==> config.mk <==
export PLATFORM = sky130hd
export DESIGN_NAME = regfile_sb
export DESIGN_NICKNAME = d
export VERILOG_FILES = /design/src/rtl/rv32i_pkg.sv /design/src/rtl/regfile_scoreboard.sv /design/src/rtl/regfile_sb.sv
export SDC_FILE = /design/constraint.sdc
export NUM_CORES = 2
export LEC_CHECK = 0
export CORE_MARGIN = 1
export CORE_UTILIZATION = 31
export CTS_CLUSTER_SIZE = 24
export DETAILED_ROUTE_END_ITERATION = 7
export GPL_ROUTABILITY_DRIVEN = 0
export PLACE_DENSITY = 0.55
export SKIP_CTS_REPAIR_TIMING = 1
export SLEW_MARGIN = 10
export SYNTH_ARGS = -nofsm -noshare
export SYNTH_HDL_FRONTEND = slang
export SYNTH_SLANG_ARGS = --single-unit
export TNS_END_PERCENT = 10
==> constraint.sdc <==
create_clock -name clk -period 6.6 [get_ports clk]
set_input_delay 1.32 -clock clk [delete_from_list [all_inputs] [get_ports clk]]
set_output_delay 1.32 -clock clk [all_outputs]
set_load 0.02 [all_outputs]
==> src/rtl/rv32i_pkg.sv <==
// Shared RV32 definitions: default data width, instruction register-field
// positions and a decoder for the rs1/rs2/rd fields.
package rv32i_pkg;

   localparam int unsigned XLEN_DEF = 32;
   localparam int unsigned RS1_LSB  = 15;
   localparam int unsigned RS2_LSB  = 20;
   localparam int unsigned RD_LSB   = 7;
   localparam int unsigned REG_W    = 5;

   typedef logic [REG_W-1:0] reg_addr_t;

   localparam reg_addr_t REG_ZERO = '0;

   typedef struct packed {
      reg_addr_t rs1;
      reg_addr_t rs2;
      reg_addr_t rd;
   } reg_fields_t;

   function automatic reg_fields_t decode_fields(input logic [31:0] inst);
      reg_fields_t f;
      f.rs1 = inst[RS1_LSB +: REG_W];
      f.rs2 = inst[RS2_LSB +: REG_W];
      f.rd  = inst[RD_LSB  +: REG_W];
      return f;
   endfunction

endpackage

==> src/rtl/regfile_scoreboard.sv <==
// Pending-write scoreboard: busy vector with set/clear priority and
// read-after-write hazard detection for the two source operands.
module regfile_scoreboard
   import rv32i_pkg::*;
#(
   parameter int unsigned NREGS = 32
) (
   input  logic             clk,
   input  logic             rst,
   input  reg_addr_t        rs1,
   input  reg_addr_t        rs2,
   input  reg_addr_t        rd,
   input  logic             rs1_ok,
   input  logic             rs2_ok,
   input  logic             issue,
   input  logic             clr,
   input  reg_addr_t        wr_addr,
   input  logic             mask1,
   input  logic             mask2,
   output logic             hazard,
   output logic [NREGS-1:0] busy
);

   localparam int unsigned AW = $clog2(NREGS);

   logic pend1;
   logic pend2;
   logic set;

   // A bypassed operand is satisfied by this cycle's writeback, so its term is masked.
   assign pend1  = rs1_ok && (rs1 != REG_ZERO) && busy[rs1[AW-1:0]] && !mask1;
   assign pend2  = rs2_ok && (rs2 != REG_ZERO) && busy[rs2[AW-1:0]] && !mask2;
   assign hazard = pend1 || pend2;
   assign set    = issue && !hazard && (rd != REG_ZERO);

   always_ff @(posedge clk) begin
      if (!rst) begin
         busy <= '0;
      end else begin
         if (clr) busy[wr_addr[AW-1:0]] <= 1'b0;
         // Later assignment wins: a new pending write outranks the retiring one.
         if (set) busy[rd[AW-1:0]] <= 1'b1;
      end
   end

endmodule

==> src/rtl/regfile_sb.sv <==
// RV32I/RV32E register file with pending-write scoreboard and writeback pulse.
// Define REGFILE_BYPASS_EN to forward same-cycle writeback data to the read ports.
module regfile_sb
   import rv32i_pkg::*;
#(
   parameter int unsigned XLEN  = XLEN_DEF,
   parameter int unsigned NREGS = 32
) (
   input  logic             clk,
   input  logic             rst,
   input  logic [31:0]      inst,
   input  logic             issue_wr,
   input  logic             regwr,
   input  logic [4:0]       wr_addr,
   input  logic [XLEN-1:0]  wrdata,
   output logic [XLEN-1:0]  rs1data,
   output logic [XLEN-1:0]  rs2data,
   output logic             hazard,
   output logic [NREGS-1:0] busy,
   output logic             wb_update,
   output logic             illegal_reg
);

   localparam int unsigned AW = $clog2(NREGS);

   // Only 16 and 32 registers are supported; with 16, bit 4 marks an illegal address.
   function automatic logic legal(input reg_addr_t a);
      return (NREGS == 32) || !a[4];
   endfunction

   reg_fields_t f;
   logic        rs1_ok;
   logic        rs2_ok;
   logic        rd_ok;
   logic        wr_en;
   logic        byp1;
   logic        byp2;
   logic        unused_inst_bits;

   logic [XLEN-1:0] regs [NREGS];

   assign f           = decode_fields(inst);
   assign rs1_ok      = legal(f.rs1);
   assign rs2_ok      = legal(f.rs2);
   assign rd_ok       = legal(f.rd);
   assign illegal_reg = !(rs1_ok && rs2_ok && rd_ok);
   assign wr_en       = regwr && legal(wr_addr) && (wr_addr != REG_ZERO);

   assign unused_inst_bits = ^{inst[31:25], inst[14:12], inst[6:0]};

`ifdef REGFILE_BYPASS_EN
   assign byp1 = wr_en && (wr_addr == f.rs1);
   assign byp2 = wr_en && (wr_addr == f.rs2);
`else
   assign byp1 = 1'b0;
   assign byp2 = 1'b0;
`endif

   always_ff @(posedge clk) begin
      if (!rst) begin
         for (int unsigned i = 0; i < NREGS; i++) regs[i] <= '0;
         wb_update <= 1'b0;
      end else begin
         if (wr_en) regs[wr_addr[AW-1:0]] <= wrdata;
         wb_update <= wr_en;
      end
   end

   always_comb begin
      rs1data = '0;
      if (byp1) rs1data = wrdata;
      else if (rs1_ok && (f.rs1 != REG_ZERO)) rs1data = regs[f.rs1[AW-1:0]];
   end

   always_comb begin
      rs2data = '0;
      if (byp2) rs2data = wrdata;
      else if (rs2_ok && (f.rs2 != REG_ZERO)) rs2data = regs[f.rs2[AW-1:0]];
   end

   regfile_scoreboard #(.NREGS(NREGS)) u_sb (
      .clk     (clk),
      .rst     (rst),
      .rs1     (f.rs1),
      .rs2     (f.rs2),
      .rd      (f.rd),
      .rs1_ok  (rs1_ok),
      .rs2_ok  (rs2_ok),
      .issue   (issue_wr && !illegal_reg),
      .clr     (wr_en),
      .wr_addr (wr_addr),
      .mask1   (byp1),
      .mask2   (byp2),
      .hazard  (hazard),
      .busy    (busy)
   );

endmodule

# == After elaboration in Yosys (flattened, before gate mapping) ==
# Memory sizes are Yosys's and may differ from the RTL's.
# Cells that the tools add are included.
# word_totals
out_inout_bits,99
ramBits,1024
memories,1
word_cells,46
ff_bits,33
in_bits,73
# memory_table
name,depth,width,rd,rd_clocked_by_memory_dff,wr,line_no,text
regs,32,32,2,0,32,regfile_sb.sv:40,logic [XLEN-1:0] regs [NREGS];
# classes
order_cmp,6
bitwise_logic,3
n_reduce_logical,14
mux,20
# ops
op,n
32-bit two-way mux,6
32-bit AND,1
32-bit inverter,1
32-bit bitwise OR,1
32-bit OR reduction,1
"5-bit by 6-bit less-than comparator with 1-bit output, second input constant",4
5-bit nonzero test,4
1-bit binary-select mux with 5-bit select,2
1-bit demux with 5-bit select,2
"5-bit by 1-bit greater-or-equal comparator with 1-bit output, second input constant",2
1-bit two-way mux,9
1-bit logical AND,7
5-bit two-way mux,1
1-bit zero test,1
1-bit logical OR,1

# == Longest topological paths before layout ==
# logic_depth
word_depth,10
mapped_depth,11
depth_no_buf,6

# == By module ==
# A second synthesis with hierarchy kept.
# hier_totals
cells_unflattened,3982
hier_area_um2,56644.3
# modules_own_cells
mod,area_per_inst_um2,cells_each,instances,seq_area_each_um2
regfile_sb,54621.1,3771,1,30769.5
regfile_scoreboard,2023.2,211,1,640.6

# == Least setup slack after synthesis ==
# No wires, ideal clock.
# synth_timing
kind,in2reg
from,in wr_addr[2]
to,"mem regs[6][0] (netlist bit), enable pin"
path_buffers,2
arrival_time_ns,4.512
t_required_ns,6.132
slack_ns,1.620
path_stages,4
setup_ns,0.468
cell_sequence,clkbuf_1 > or3b_2 > clkbuf_1 > o21ai_0
# synth_rtl
element,line_no,text
start: declaration,regfile_sb.sv:14,"input logic [4:0] wr_addr,"
end: declaration,regfile_sb.sv:40,

# == Final worst setup path ==
# layout_timing
from,in inst[23]
to,out rs2data[7]
# layout_via
elab_chain_cells,2
elab_cells_between_ends,3
cone_classes,mux (1); reduce/logical (1); memory (1)
# layout_rtl
element,line_no,text
start: declaration,regfile_sb.sv:11,"input logic [31:0] inst,"
memory read 32 x 32 bit / 5-bit nonzero test (equally long branches),--,
32-bit two-way mux *,regfile_sb.sv:78,else if (rs2_ok && (f.rs2 != REG_ZERO)) rs2data = regs[f.rs2[AW-1:0]];
end: declaration,regfile_sb.sv:17,"output logic [XLEN-1:0] rs2data,"
# Mark *: on every way between the ends. The rest lies on a longest branch, timed or not.

==> results_tabular.tex <==
\begin{tabular}{lr}
\hline
Metric & Value \\
\hline
\multicolumn{2}{l}{\textbf{Power}} \\
Largest vdd supply drop & 0.1955 mV \\
PwrDens & 249.2 nW/um\^{}2 \\
Static leakage & 21.52 nW \\
\multicolumn{2}{l}{\textbf{Clocking}} \\
Num CTS Buffers & 107 \\
Register clock-pin slew on the reported worst setup and hold paths & 0.07 ns \\
Latest clock arrival within the worst-skew pair & 0.71 ns \\
Clock root buffer master & sky130\_fd\_sc\_hd\_\_clkbuf\_16 \\
Maximum buffer depth of the clock tree & 3 \\
Number of H-tree levels & 3 \\
TritonCTS clock tree & done \\
Count of clock tree sinks & 1057 \\
\multicolumn{2}{l}{\textbf{Timing}} \\
Fmax & 171.6 MHz \\
Endpoints failing hold & 0 \\
Fraction of the cycle the final worst path needs & 88.31\% \\
Setup Viol. Count Final & 0 \\
Setup TNS Final & 0 ns \\
Minimum clock period after layout & 5.829 ns \\
Final worst hold slack & 0.5121 ns \\
Final count of pins violating max slew & 0 \\
Headroom to the max-slew limit & 15.77\% \\
Clock Skews & 0.01224 ns \\
Setup repair after global routing missed its margin & no \\
Least-Margin Pin Slew & 1.260 ns \\
\multicolumn{2}{l}{\textbf{Logic synthesis}} \\
Flop and latch count out of synthesis & 1057 \\
Netlist area before placement & 56130 um\^{}2 \\
Fraction of synthesis flops using an asynchronous set or reset pin & 0\% \\
Share of synthesized area occupied by flip-flops and latches & 55.96\% \\
Post-synthesis mux area share & 24.81\% \\
Cell types occupying the most area after synthesis & sky130\_fd\_sc\_hd\_\_edfxtp\_1, sky130\_fd\_sc\_hd\_\_mux4\_2, sky130\_fd\_sc\_hd\_\_and2\_1 \\
Simple-gate portion of the synthesized area & 12.88\% \\
Number of synthesized flops with an enable pin & 1024 \\
Gate count of the mapped netlist & 3677 \\
Area fraction in compound gates after synthesis & 3.263\% \\
Area share of xor/xnor cells in the synthesized design & 0\% \\
Post-synth top area cell & sky130\_fd\_sc\_hd\_\_edfxtp\_1 \\
Fraction of post-synthesis cell area in the top cell type by area & 54.78\% \\
Main combinational cell family by area after synthesis & multiplexers \\
Adder-cell share of the synthesized area & 0\% \\
Average footprint of a synthesized cell & 15.27 um\^{}2 \\
Warning count from the yosys run & 0 \\
Yosys cell types & 46 \\
Dominant synthesized flop cell & sky130\_fd\_sc\_hd\_\_edfxtp\_1 \\
\multicolumn{2}{l}{\textbf{Worst setup path}} \\
Worst reg-to-reg setup slack & 4.20 ns \\
Critical path fanouts, max & 32 \\
Critical path launch point type & primary input \\
Beginning of the critical path & inst[23] \\
Startpoint-to-endpoint class of the critical path & in2out \\
CP max stage delay & 0.75 ns \\
Most repeated library cell on the critical path & sky130\_fd\_sc\_hd\_\_buf\_4 \\
Startpoint of the worst register-to-register path & u\_sb.busy[22]\$\_SDFF\_PN0\_ \\
Slowest stage cell on the critical path & sky130\_fd\_sc\_hd\_\_buf\_4 \\
CP cell instances & buf\_4 > buf\_4 > mux4\_2 > a21oi\_1 > nor2\_1 > clkdlybuf4s50\_1 \\
CP arrival & 4.51 ns \\
Required time at the worst-slack endpoint & 5.28 ns \\
Crit path capture type & output port \\
\multicolumn{2}{l}{\textbf{Run}} \\
Reported max-cap violation count & 0 \\
\multicolumn{2}{l}{\textbf{Detailed routing}} \\
Total routed wire length on the met1 layer & 72750 um \\
Detailed Route Iter0 Violations & 3605 \\
Wire length on met2 & 97040 um \\
Detailed-routed wire length on met3 & 12100 um \\
Vias & 34170 \\
Routed Wire Length & 190800 um \\
Max layer used & met5 \\
Detailed-route vias per instance & 5.527 \\
Number of DRC violations after detailed routing & 0 \\
Number of routed nets with antenna violations & 0 \\
Count of TritonRoute iterations in the first routing pass & 6 \\
Post-detailed-route wirelength per cell & 30.87 um \\
\multicolumn{2}{l}{\textbf{Placement}} \\
Hpwl dp & 115400 um \\
Quantity of I/O buffers inserted on ports & 153 \\
\multicolumn{2}{l}{\textbf{GRT}} \\
Global-route usage over all layers & 20.73\% \\
Number of global-route vias before repair & 34940 \\
Overall overflow remaining after global route & 0 \\
Wire length of the first global-routing pass & 266700 um \\
Maximum number of pins on one net before global-route repair & 69 \\
Initial antenna violation count & 17 \\
\multicolumn{2}{l}{\textbf{Cells and area}} \\
Fraction of final layout cells with drive strength greater than 1 & 25.32\% \\
Area grow syn2layout & 15.08\% \\
\# nets final & 3808 \\
\multicolumn{2}{l}{\textbf{Floorplanning}} \\
Area of the die & 182800 um\^{}2 \\
Placement Rows & 155 \\
Ports placed on the boundary & 172 \\
Die boundary width & 427.5 um \\
Die height & 427.5 um \\
Starting Density & 31.32\% \\
Core area & 179200 um\^{}2 \\
\multicolumn{2}{l}{\textbf{Hold path}} \\
Min-delay src & u\_sb.busy[1]\$\_SDFF\_PN0\_ \\
Min-Delay Path Class & reg2reg \\
\multicolumn{2}{l}{\textbf{Outcome}} \\
Result of the run & completed \\
\hline
\end{tabular}
[power by group]
part	switching, mW	internal (mW)	total (mW)
Clock	2.69	3.28	5.96
Combinational	1.29	0.949	2.24
Sequential	0.172	7.73	7.90
[synthesized netlist by cell type (11+ instances only)]
library cell / number
sky130_fd_sc_hd__buf_4: 11
sky130_fd_sc_hd__nand2_1: 80
sky130_fd_sc_hd__o22ai_1: 47
sky130_fd_sc_hd__nand3_1: 18
sky130_fd_sc_hd__mux4_2: 558
sky130_fd_sc_hd__mux2i_1: 136
sky130_fd_sc_hd__nor3_1: 34
sky130_fd_sc_hd__nor2_1: 69
sky130_fd_sc_hd__and2_1: 993
sky130_fd_sc_hd__buf_2: 55
sky130_fd_sc_hd__clkbuf_1: 319
sky130_fd_sc_hd__a21oi_1: 96
sky130_fd_sc_hd__inv_1: 18
sky130_fd_sc_hd__o211ai_1: 15
sky130_fd_sc_hd__edfxtp_1: 1024
sky130_fd_sc_hd__o21ai_0: 36
sky130_fd_sc_hd__o221ai_1: 64
sky130_fd_sc_hd__dfxtp_1: 33
sky130_fd_sc_hd__buf_1: 14
[path summary, 6_finish.rpt]
path | to | depth (start not counted)
max | rs2data[7] | 6
min | u_sb.busy[1]$_SDFF_PN0_ | 2
max reg2reg | u_sb.busy[12]$_SDFF_PN0_ | 6
min reg2reg | u_sb.busy[1]$_SDFF_PN0_ | 2
[registers in the layout (all words and copies together) (netlist names)]
register / flops
regs: 1024
u_sb.busy: 32
wb_update: 1
[layer usage]
metal,vias to the layer above,GRT usage (%)
met1,18120,25.33
li1,14310,-
met3,335,2.751
met2,1385,36.19
met5,-,0
met4,14,9.709
[kinds of logic (layout without fill, tap and decap cells)]
| kind of cell | count (synthesis) | after routing |
|---|---|---|
| other | 1 | 40 |
| flip-flops | 1057 | 1057 |
| AO/OA/AOI/OAI | 280 | 280 |
| buffers and inverters | 423 | 533 |
| multiplexers | 694 | 694 |
| AND/OR/NAND/NOR | 1222 | 1222 |
[layout by cell type, fill, tap and decap left out, types with 64 or more instances in the layout]
cell type | netlist | layout
sky130_fd_sc_hd__mux4_2 | 558 | 558
sky130_fd_sc_hd__edfxtp_1 | 1024 | 1024
sky130_fd_sc_hd__a21oi_1 | 96 | 96
sky130_fd_sc_hd__mux2i_1 | 136 | 136
sky130_fd_sc_hd__nand2_1 | 80 | 80
sky130_fd_sc_hd__o221ai_1 | 64 | 64
sky130_fd_sc_hd__buf_4 | 11 | 146
sky130_fd_sc_hd__clkdlybuf4s50_1 | 0 | 143
sky130_fd_sc_hd__and2_1 | 993 | 993
sky130_fd_sc_hd__clkbuf_16 | 0 | 109
[worst max-delay path, delay by kind of cell]
family	cells	cell delay, ns
compound gates	1	0.70
buf+inv	3	1.71
simple gates	1	0.09
mux	1	0.64
[cell type report]
class,instances,area [um^2]
inverter,20,76.32
timing repair buffer,320,3104
sequential,1057,31410
multi-input combinational,2229,23720
fill,16980,114600
tap,2355,2947
antenna,7,17.52
clock buffer,132,2834
clock inverter,61,489.2
[through the flow]
| step | std cells | util, % | total power [mW] | cell area, um^2 | setup WS, ns |
|---|---|---|---|---|---|
| floorplan | 3709 | - | 9.312 | 56250 | 1.620 |
| global placement | 5981 | 34.18 | 10.24 | 61250 | 0.7561 |
| detailed placement | 5981 | 34.18 | 10.26 | 61250 | 0.8014 |
| CTS | 6174 | 36.04 | 16.16 | 64580 | 0.7911 |
| global route | 6175 | 36.04 | 16.51 | 64580 | 0.6148 |
| finish | 6181 | 36.05 | 16.10 | 64590 | 0.7713 |
No activity file was read; power rests on OpenSTA's default activity.
